--- src/rtl/ss_pkg.sv ---
// Shared constants for the seven-segment scan driver: segment width, the
// active-low hex pattern table and the digit-index width helper.
package ss_pkg;

   localparam int unsigned SEG_W = 7;

   localparam logic [SEG_W-1:0] SEG_OFF = 7'h7F;

   // Active-low patterns, bit0 = a ... bit6 = g, indexed by hex value.
   localparam logic [SEG_W-1:0] HEX_SEG [16] = '{
      7'h40, 7'h79, 7'h24, 7'h30, 7'h19, 7'h12, 7'h02, 7'h78,
      7'h00, 7'h10, 7'h08, 7'h03, 7'h46, 7'h21, 7'h06, 7'h0E
   };

   function automatic int unsigned idx_width(int unsigned n);
      return (n > 2) ? $clog2(n) : 1;
   endfunction

endpackage

--- src/rtl/ss_hex_decode.sv ---
// Combinational hex nibble to active-low seven-segment pattern lookup.
module ss_hex_decode
   import ss_pkg::*;
(
   input  logic [3:0]       nibble_i,
   output logic [SEG_W-1:0] seg_o
);

   assign seg_o = HEX_SEG[nibble_i];

endmodule

--- src/rtl/ss_scan_driver.sv ---
// Time-multiplexed, double-buffered N-digit common-anode seven-segment driver.
// Define SS_SCAN_LEADING_ZERO_BLANK_EN to auto-blank leading zero digits.
module ss_scan_driver
   import ss_pkg::*;
#(
   parameter int unsigned N_DIGITS = 8,
   parameter int unsigned TICK_DIV = 100000
) (
   input  logic                  clk,
   input  logic                  rst,
   input  logic [4*N_DIGITS-1:0] value_in,
   input  logic [N_DIGITS-1:0]   dp_in,
   input  logic [N_DIGITS-1:0]   blank_in,
   input  logic                  load,
   input  logic                  enable,
   output logic [SEG_W-1:0]      seg_out,
   output logic                  dp_out,
   output logic [N_DIGITS-1:0]   an_out,
   output logic                  frame_done
);

   localparam int unsigned IdxW = idx_width(N_DIGITS);
   localparam int unsigned CntW = $clog2(TICK_DIV);
   localparam logic [CntW-1:0] CntLast = CntW'(TICK_DIV - 1);
   localparam logic [IdxW-1:0] IdxLast = IdxW'(N_DIGITS - 1);

   logic [CntW-1:0]            cnt_q, cnt_d;
   logic [IdxW-1:0]            idx_q, idx_d;
   logic [N_DIGITS-1:0][3:0]   stg_val_q, stg_val_d, shd_val_q, shd_val_d;
   logic [N_DIGITS-1:0]        stg_dp_q, stg_dp_d, shd_dp_q, shd_dp_d;
   logic [N_DIGITS-1:0]        stg_blank_q, stg_blank_d, shd_blank_q, shd_blank_d;
   logic                       pending_q, pending_d;
   logic [SEG_W-1:0]           seg_q, seg_d;
   logic                       dp_q, dp_d;
   logic [N_DIGITS-1:0]        an_q, an_d;
   logic                       fd_q, fd_d;

   logic                       tick_end, frame_end;
   logic [3:0]                 cur_nib;
   logic [SEG_W-1:0]           cur_seg;
   logic [N_DIGITS-1:0]        auto_blank;
   logic                       cur_blank;

   assign tick_end  = (cnt_q == CntLast);
   assign frame_end = tick_end && (idx_q == IdxLast);

   assign cur_nib   = shd_val_q[idx_q];
   assign cur_blank = shd_blank_q[idx_q] | auto_blank[idx_q];

   ss_hex_decode u_dec (
      .nibble_i (cur_nib),
      .seg_o    (cur_seg)
   );

`ifdef SS_SCAN_LEADING_ZERO_BLANK_EN
   logic zero_run;

   // Walk down from the top digit; a digit is dark while everything above and including it is zero.
   always_comb begin
      auto_blank = '0;
      zero_run   = 1'b1;
      for (int i = int'(N_DIGITS) - 1; i > 0; i--) begin
         zero_run      = zero_run && (shd_val_q[i] == 4'h0) && !shd_dp_q[i];
         auto_blank[i] = zero_run;
      end
   end
`else
   assign auto_blank = '0;
`endif

   always_comb begin
      cnt_d       = tick_end ? '0 : cnt_q + 1'b1;
      idx_d       = idx_q;
      if (tick_end) begin
         idx_d = (idx_q == IdxLast) ? '0 : idx_q + 1'b1;
      end

      shd_val_d   = shd_val_q;
      shd_dp_d    = shd_dp_q;
      shd_blank_d = shd_blank_q;
      stg_val_d   = stg_val_q;
      stg_dp_d    = stg_dp_q;
      stg_blank_d = stg_blank_q;
      pending_d   = pending_q;

      // Shadow copies the old staging before a same-cycle load overwrites it.
      if (frame_end && pending_q) begin
         shd_val_d   = stg_val_q;
         shd_dp_d    = stg_dp_q;
         shd_blank_d = stg_blank_q;
         pending_d   = 1'b0;
      end
      if (load) begin
         stg_val_d   = value_in;
         stg_dp_d    = dp_in;
         stg_blank_d = blank_in;
         pending_d   = 1'b1;
      end

      fd_d  = frame_end;
      seg_d = cur_blank ? SEG_OFF : cur_seg;
      dp_d  = cur_blank ? 1'b1 : ~shd_dp_q[idx_q];
      an_d  = '1;
      if (enable && !cur_blank) begin
         an_d[idx_q] = 1'b0;
      end
   end

   always_ff @(posedge clk) begin
      if (rst) begin
         cnt_q       <= '0;
         idx_q       <= '0;
         stg_val_q   <= '0;
         stg_dp_q    <= '0;
         stg_blank_q <= '0;
         shd_val_q   <= '0;
         shd_dp_q    <= '0;
         shd_blank_q <= '0;
         pending_q   <= 1'b0;
         seg_q       <= SEG_OFF;
         dp_q        <= 1'b1;
         an_q        <= '1;
         fd_q        <= 1'b0;
      end else begin
         cnt_q       <= cnt_d;
         idx_q       <= idx_d;
         stg_val_q   <= stg_val_d;
         stg_dp_q    <= stg_dp_d;
         stg_blank_q <= stg_blank_d;
         shd_val_q   <= shd_val_d;
         shd_dp_q    <= shd_dp_d;
         shd_blank_q <= shd_blank_d;
         pending_q   <= pending_d;
         seg_q       <= seg_d;
         dp_q        <= dp_d;
         an_q        <= an_d;
         fd_q        <= fd_d;
      end
   end

   assign seg_out    = seg_q;
   assign dp_out     = dp_q;
   assign an_out     = an_q;
   assign frame_done = fd_q;

endmodule

--- config.mk ---
export PLATFORM = sky130hd
export DESIGN_NAME = ss_scan_driver
export DESIGN_NICKNAME = d
export VERILOG_FILES = /design/src/rtl/ss_pkg.sv /design/src/rtl/ss_hex_decode.sv /design/src/rtl/ss_scan_driver.sv
export SDC_FILE = /design/constraint.sdc
export NUM_CORES = 1
export LEC_CHECK = 0
export ABC_CLOCK_PERIOD_IN_PS = 4030
export CAP_MARGIN = 20
export CELL_PAD_IN_SITES_DETAIL_PLACEMENT = 1
export CELL_PAD_IN_SITES_GLOBAL_PLACEMENT = 2
export CORE_UTILIZATION = 36
export CTS_CLUSTER_DIAMETER = 150
export DETAILED_ROUTE_END_ITERATION = 8
export GPL_TIMING_DRIVEN = 0
export PLACE_DENSITY = 0.82
export SLEW_MARGIN = 20
export SYNTH_ARGS = -nofsm -noshare
export SYNTH_HDL_FRONTEND = slang
export SYNTH_SLANG_ARGS = --single-unit
--- constraint.sdc ---
create_clock -name clk -period 4.03 [get_ports clk]
set_clock_uncertainty 0.15 [all_clocks]
set_input_delay 0.403 -clock clk [delete_from_list [all_inputs] [get_ports clk]]
set_output_delay 0.403 -clock clk [all_outputs]
set_load 0.01 [all_outputs]
Yosys cells after proc, flatten, opt, wreduce, memory -nomap -nowiden. Memory sizes are Yosys's and may differ from the RTL's. A register that Yosys moved wholly into a read port is not among the register bits. Cells that the tools add are included.

Flip-flop bits (word level): 127. Bits in read-only memories: 120. Input bits: 52. Output and inout bits: 17. Word-level logic and storage cells: 62. Memories: 2.

Add/sub/neg operators: 2. Order comparisons: 2. Eq/ne operators: 2. Muxes and demuxes: 14. Bitwise logic cells: 5. Reductions and logical operators: 9.

Memories: (no name shown) (depth 16, width 7, rd ports 1, clocked after Yosys merged registers in 1, wr ports 0, RTL line ss_hex_decode.sv:9) `assign seg_o = HEX_SEG[nibble_i];`; (no name shown) (depth 8, width 1, rd ports 1, clocked after Yosys merged registers in 1, wr ports 0, RTL line ss_scan_driver.sv:48) `assign cur_blank = shd_blank_q[idx_q] | auto_blank[idx_q];`.

Operators by type and width (number): adder 17 x 1 -> 17 bit, second input constant (1); equality test 17 bit, second input constant (1); binary-select mux 4 bit (select 3 bit) (1); 2-to-1 mux 3 bit (3); inverter 8 bit (1); binary-select mux 1 bit (select 3 bit) (2); 2-to-1 mux 1 bit (6); OR reduction 2 bit (3); inverter 4 -> 5 bit (1); logical AND 1 bit (4); < comparator 3 x 4 -> 1 bit, second input constant (1); 2-to-1 mux 4 bit (1); adder 3 x 1 -> 3 bit, second input constant (1); demux 1 bit (select 3 bit) (1); equality test 3 bit, second input constant (1); >= comparator 3 x 1 -> 1 bit, second input constant (1); inverter 1 bit (2); nonzero test 2 bit (1); zero test 1 bit (1); bitwise OR 1 bit (1).

Longest topological paths before layout.
Depth in word-level cells: 7. Mapped depth: 10. Depth with buffers taken out: 8.

Modules after synthesis. From an unflattened synthesis, not the netlist that was laid out.

Cells, all modules: 617. Area total of the unflattened synthesis: 5690.5 um2.

By module, submodules not included: ss_scan_driver (times used 1, cells each 582, area each 5420.2 um2, seq. area each 2682.6 um2); ss_hex_decode (times used 1, cells each 35, area each 270.3 um2, seq. area each 0.0 um2).

Worst setup path before layout. OpenSTA, ideal clock, no wires.

Kind: flip-flop to flip-flop. Start: reg idx_q[0]. End: reg seg_q[3], in the netlist seg_out[3]. Library setup time: 0.145 ns. Arrival time: 2.314 ns. Data required time: 3.735 ns. Setup slack: 1.421 ns. Cell stages (with the launch flop): 10. Buffers on the path: 2. Period minus slack after synthesis: 2.609 ns. Path through: dfxtp_1 buf_4 buf_2 mux4_2 mux2i_1 inv_1 ha_1 a21boi_0 a221oi_1 o21ai_0.

Word-level cells in the longest chain between the ends: 4. Elaborated cells on any way between the ends: 7. Classes of those cells: mux (4); bitwise (2); reduce/logical (1).

RTL lines: from (decl) (RTL line ss_scan_driver.sv:28) `logic [IdxW-1:0] idx_q, idx_d;`; from (signal assigned) (RTL line ss_scan_driver.sv:126) `idx_q <= idx_d;`; binary-select mux 1 bit (select 3 bit) (RTL line ss_scan_driver.sv:48); 2-to-1 mux 1 bit (not written as such) (RTL line ss_scan_driver.sv:48); bitwise OR 1 bit (RTL line ss_scan_driver.sv:48); OR reduction 2 bit (no source line); to (decl) (RTL line ss_scan_driver.sv:33) `logic [SEG_W-1:0] seg_q, seg_d;`.

Several ways; a longest one is shown, not always the timed one. The select of a mux whose other input is x is not followed. A chain may end at the register's enable or synchronous reset.

Worst setup path in the final report.
Start: reg idx_q[1]. End: reg seg_q[3], in the netlist seg_out[3].

The elaborated chain is that of the path after synthesis.

==> flow_summary_export.csv <==
group,metric,value,unit
cells_and_area,syn2layout_area_growth,28.16,%
cells_and_area,nets,739,
worst_setup_path,cp_max_fo,10,
cts,cts_tree,"done",
route,wl_per_cell,16.64,microns
placement,dp_hpwl,10.62,mm
floorplanning,die_x,124.5,microns
worst_setup_path,cpMostUsedCell,"buf_2",
yosys,avgSynthCellArea,9.095,sq um
yosys,synth-seq-area-share,49.65,%
timing,whs,0.2974,ns
floorplanning,die-area,15500,sq um
worst_setup_path,cp-end-kind,"flop",
yosys,ys_ff_latch,134,
yosys,synthFlopType,"dfxtp_1",
timing,slew_violations,0,
yosys,yosys_warnings,0,
worst_setup_path,crit_type,"flop to flop",
timing,hold_violations,0,
cts,clock-root-buffer,"clkbuf_16",
global_routing,grt_overflow,0,
cts,insertion_delay,0.42,ns
route,wl_met2,7.116,mm
global_routing,antenna_found_initial,0,
global_routing,groute.usage.overall,20.09,%
cts,cts.sinks,134,
placement,portBuffers,66,
cells_and_area,mostFrequentLayoutCells,"dfxtp_1 (134), nand2_1 (123), nor2_1 (77)",
global_routing,grt_start_max_net_pins,17,
worst_hold_path,hold_path.class,"flop to flop",
global_routing,first_global_vias,4825,
worst_setup_path,cp.arrival,3.43,ns
cells_and_area,drive_above_1_share,8.237,%
floorplanning,die_h,124.5,microns
cts,clkTransAtPathRegs,0.06,ns
floorplanning,rows,44,
floorplanning,top_level_ports,69,
route,viasPerCell,5.018,
worst_setup_path,cp_slowest_cell,"mux2i_1",
cts,ctsHoldBuffers,0,
timing,setup_viol,0,
cells_and_area,diodes,0,
route,drt-total-wl,14.58,mm
run,max-cap-violations,0,
run_status,outcome,"finished, final reports clean",
timing,min_period_over_period,82.66,%
worst_setup_path,crit_path_cell_trace,"buf_2, buf_2, mux4_2, mux2i_1, inv_1, ha_1, a21boi_0, a221oi_1, o21ai_0",
placement,gp_congestion,0.8004,
route,initialDrtViolationCount,135,
route,dr.pass1.iters,4,
yosys,synthArstFlopShare,0,%
timing,tightestPinTransition,0.9156,ns
timing,fin_setup_tns,0,ns
route,wl_met1,6.777,mm
timing,max_slew_margin,38.96,%
pwr,ir_drop,339.8,uV
floorplanning,core,14590,sq um
worst_setup_path,critPathLaunchType,"flop",
cells_and_area,multi_input_area,2529,sq um
pwr,power.leakage,2.608,nW
cts,cts_made_buffers,17,
timing,rsz0062_at_grt,"false",
yosys,synth_area,5403,sq um
route,final_antenna_net_count,0,
route,via_count,4396,
worst_setup_path,required,4.13,ns
cts,clock_path_buffers,2,
cells_and_area,fin_util,47.46,%
yosys,syn_inst,594,
route,highest_layer,"met4",
timing,clock.fmax,300.2,MHz
yosys,synth-edff-count,0,
cells_and_area,final_common_cell,"dfxtp_1",
yosys,syn_nets,654,
cells_and_area,seqCellArea,2683,sq um
cells_and_area,fillCellCount,1678,
worst_setup_path,max_stage_delay,0.52,ns
yosys,ys_types,49,
floorplanning,start_util,37.03,%
route,drcViolationCount,0,
timing,layout_min_cycle_time,3.331,ns
cts,cts_setup_buffers,0,
route,route.met3.wl,448,microns
cts,cts_resized,0,
pwr,powerDensity,459.6,nW/um^2
cts,htreeDepth,4,
global_routing,grt_pass1_wl,24.52,mm
## worst paths after layout
kind                            cells after the start                       start                    endpoint  slack, ns
worst min register to register                      2  shd_val_q[29]$_SDFFE_PP0P_  shd_val_q[29]$_SDFFE_PP0P_       0.30
worst min-delay path                                2  shd_val_q[29]$_SDFFE_PP0P_  shd_val_q[29]$_SDFFE_PP0P_       0.30
worst max register to register                      9       idx_q[1]$_SDFFE_PP0N_       seg_out[3]$_SDFF_PP1_       0.70
worst max-delay path                                9       idx_q[1]$_SDFFE_PP0N_       seg_out[3]$_SDFF_PP1_       0.70
## flip-flops by register name, summed over array words and instances, names as in the netlist
register	cells
seg_out	7
idx_q	3
shd_val_q	32
stg_blank_q	8
frame_done	1
pending_q	1
shd_blank_q	8
stg_dp_q	8
cnt_q	17
dp_out	1
stg_val_q	32
shd_dp_q	8
an_out	8
## worst max-delay path, delay by kind of cell, from the launching register on
kind | cells | cell delay [ns]
buffers and inverters | 3 | 0.80
muxes | 2 | 0.90
AOI/OAI and AO/OA | 3 | 0.61
adders and majority gates | 1 | 0.24
DFF | 1 | 0.45
## where the power goes
group | switching, mW | internal (mW)
clock network | 0.571 | 1.07
logic | 0.0728 | 0.0865
registers | 0.0212 | 1.36
## cell usage after synthesis (all sizes together) (5+ instances only)
cell	count	area, sq um
xor2	11	96.34
nand3	14	70.07
a21oi	56	280.3
clkbuf	26	97.59
mux4	7	157.7
buf	12	75.07
nand4	5	31.28
nand2	123	461.7
dfxtp	134	2683
o21ai	5	25.02
inv	5	18.77
ha	8	100.1
mux2i	59	590.6
nor2	77	289.0
## per-stage QoR
stage          std cells  total power [mW]  worst slack [ns]  cell area, sq um
2_1_floorplan        594             1.482             1.421              5403
3_3_place_gp         844             1.564            0.8885              6294
3_5_place_dp         844             1.572            0.7856              6294
4_1_cts              876             3.216            0.7126              6924
5_1_grt              876             3.296            0.4694              6924
6_report             876             3.183            0.6988              6924
## layer usage
metal	track usage (%)	up-vias
met5	0	-
met4	7.371	0
met3	4.510	19
met2	33.67	72
met1	25.12	2134
li1	-	2171
## area by class of cell
| class | count | share of cell area (%) |
|---|---|---|
| multi-input cells | 417 | 36.52 |
| clock buffers | 25 | 7.445 |
| inverters | 5 | 0.2711 |
| plain buffers | 38 | 2.494 |
| flip-flops and latches | 134 | 38.74 |
| clock inverters | 7 | 1.662 |
| well taps | 184 | 3.325 |
| repair buffers | 66 | 9.541 |
## cells by family after synthesis
family,Yosys count,synth area share (%)
simple gates,250,20.38
flops,134,49.65
compound gates,76,7.874
mux,68,14.27
buf+inv,43,3.543
xor+xnor,15,2.432
fa+ha+maj,8,1.853
No activity file was read; power rests on OpenSTA's default activity.
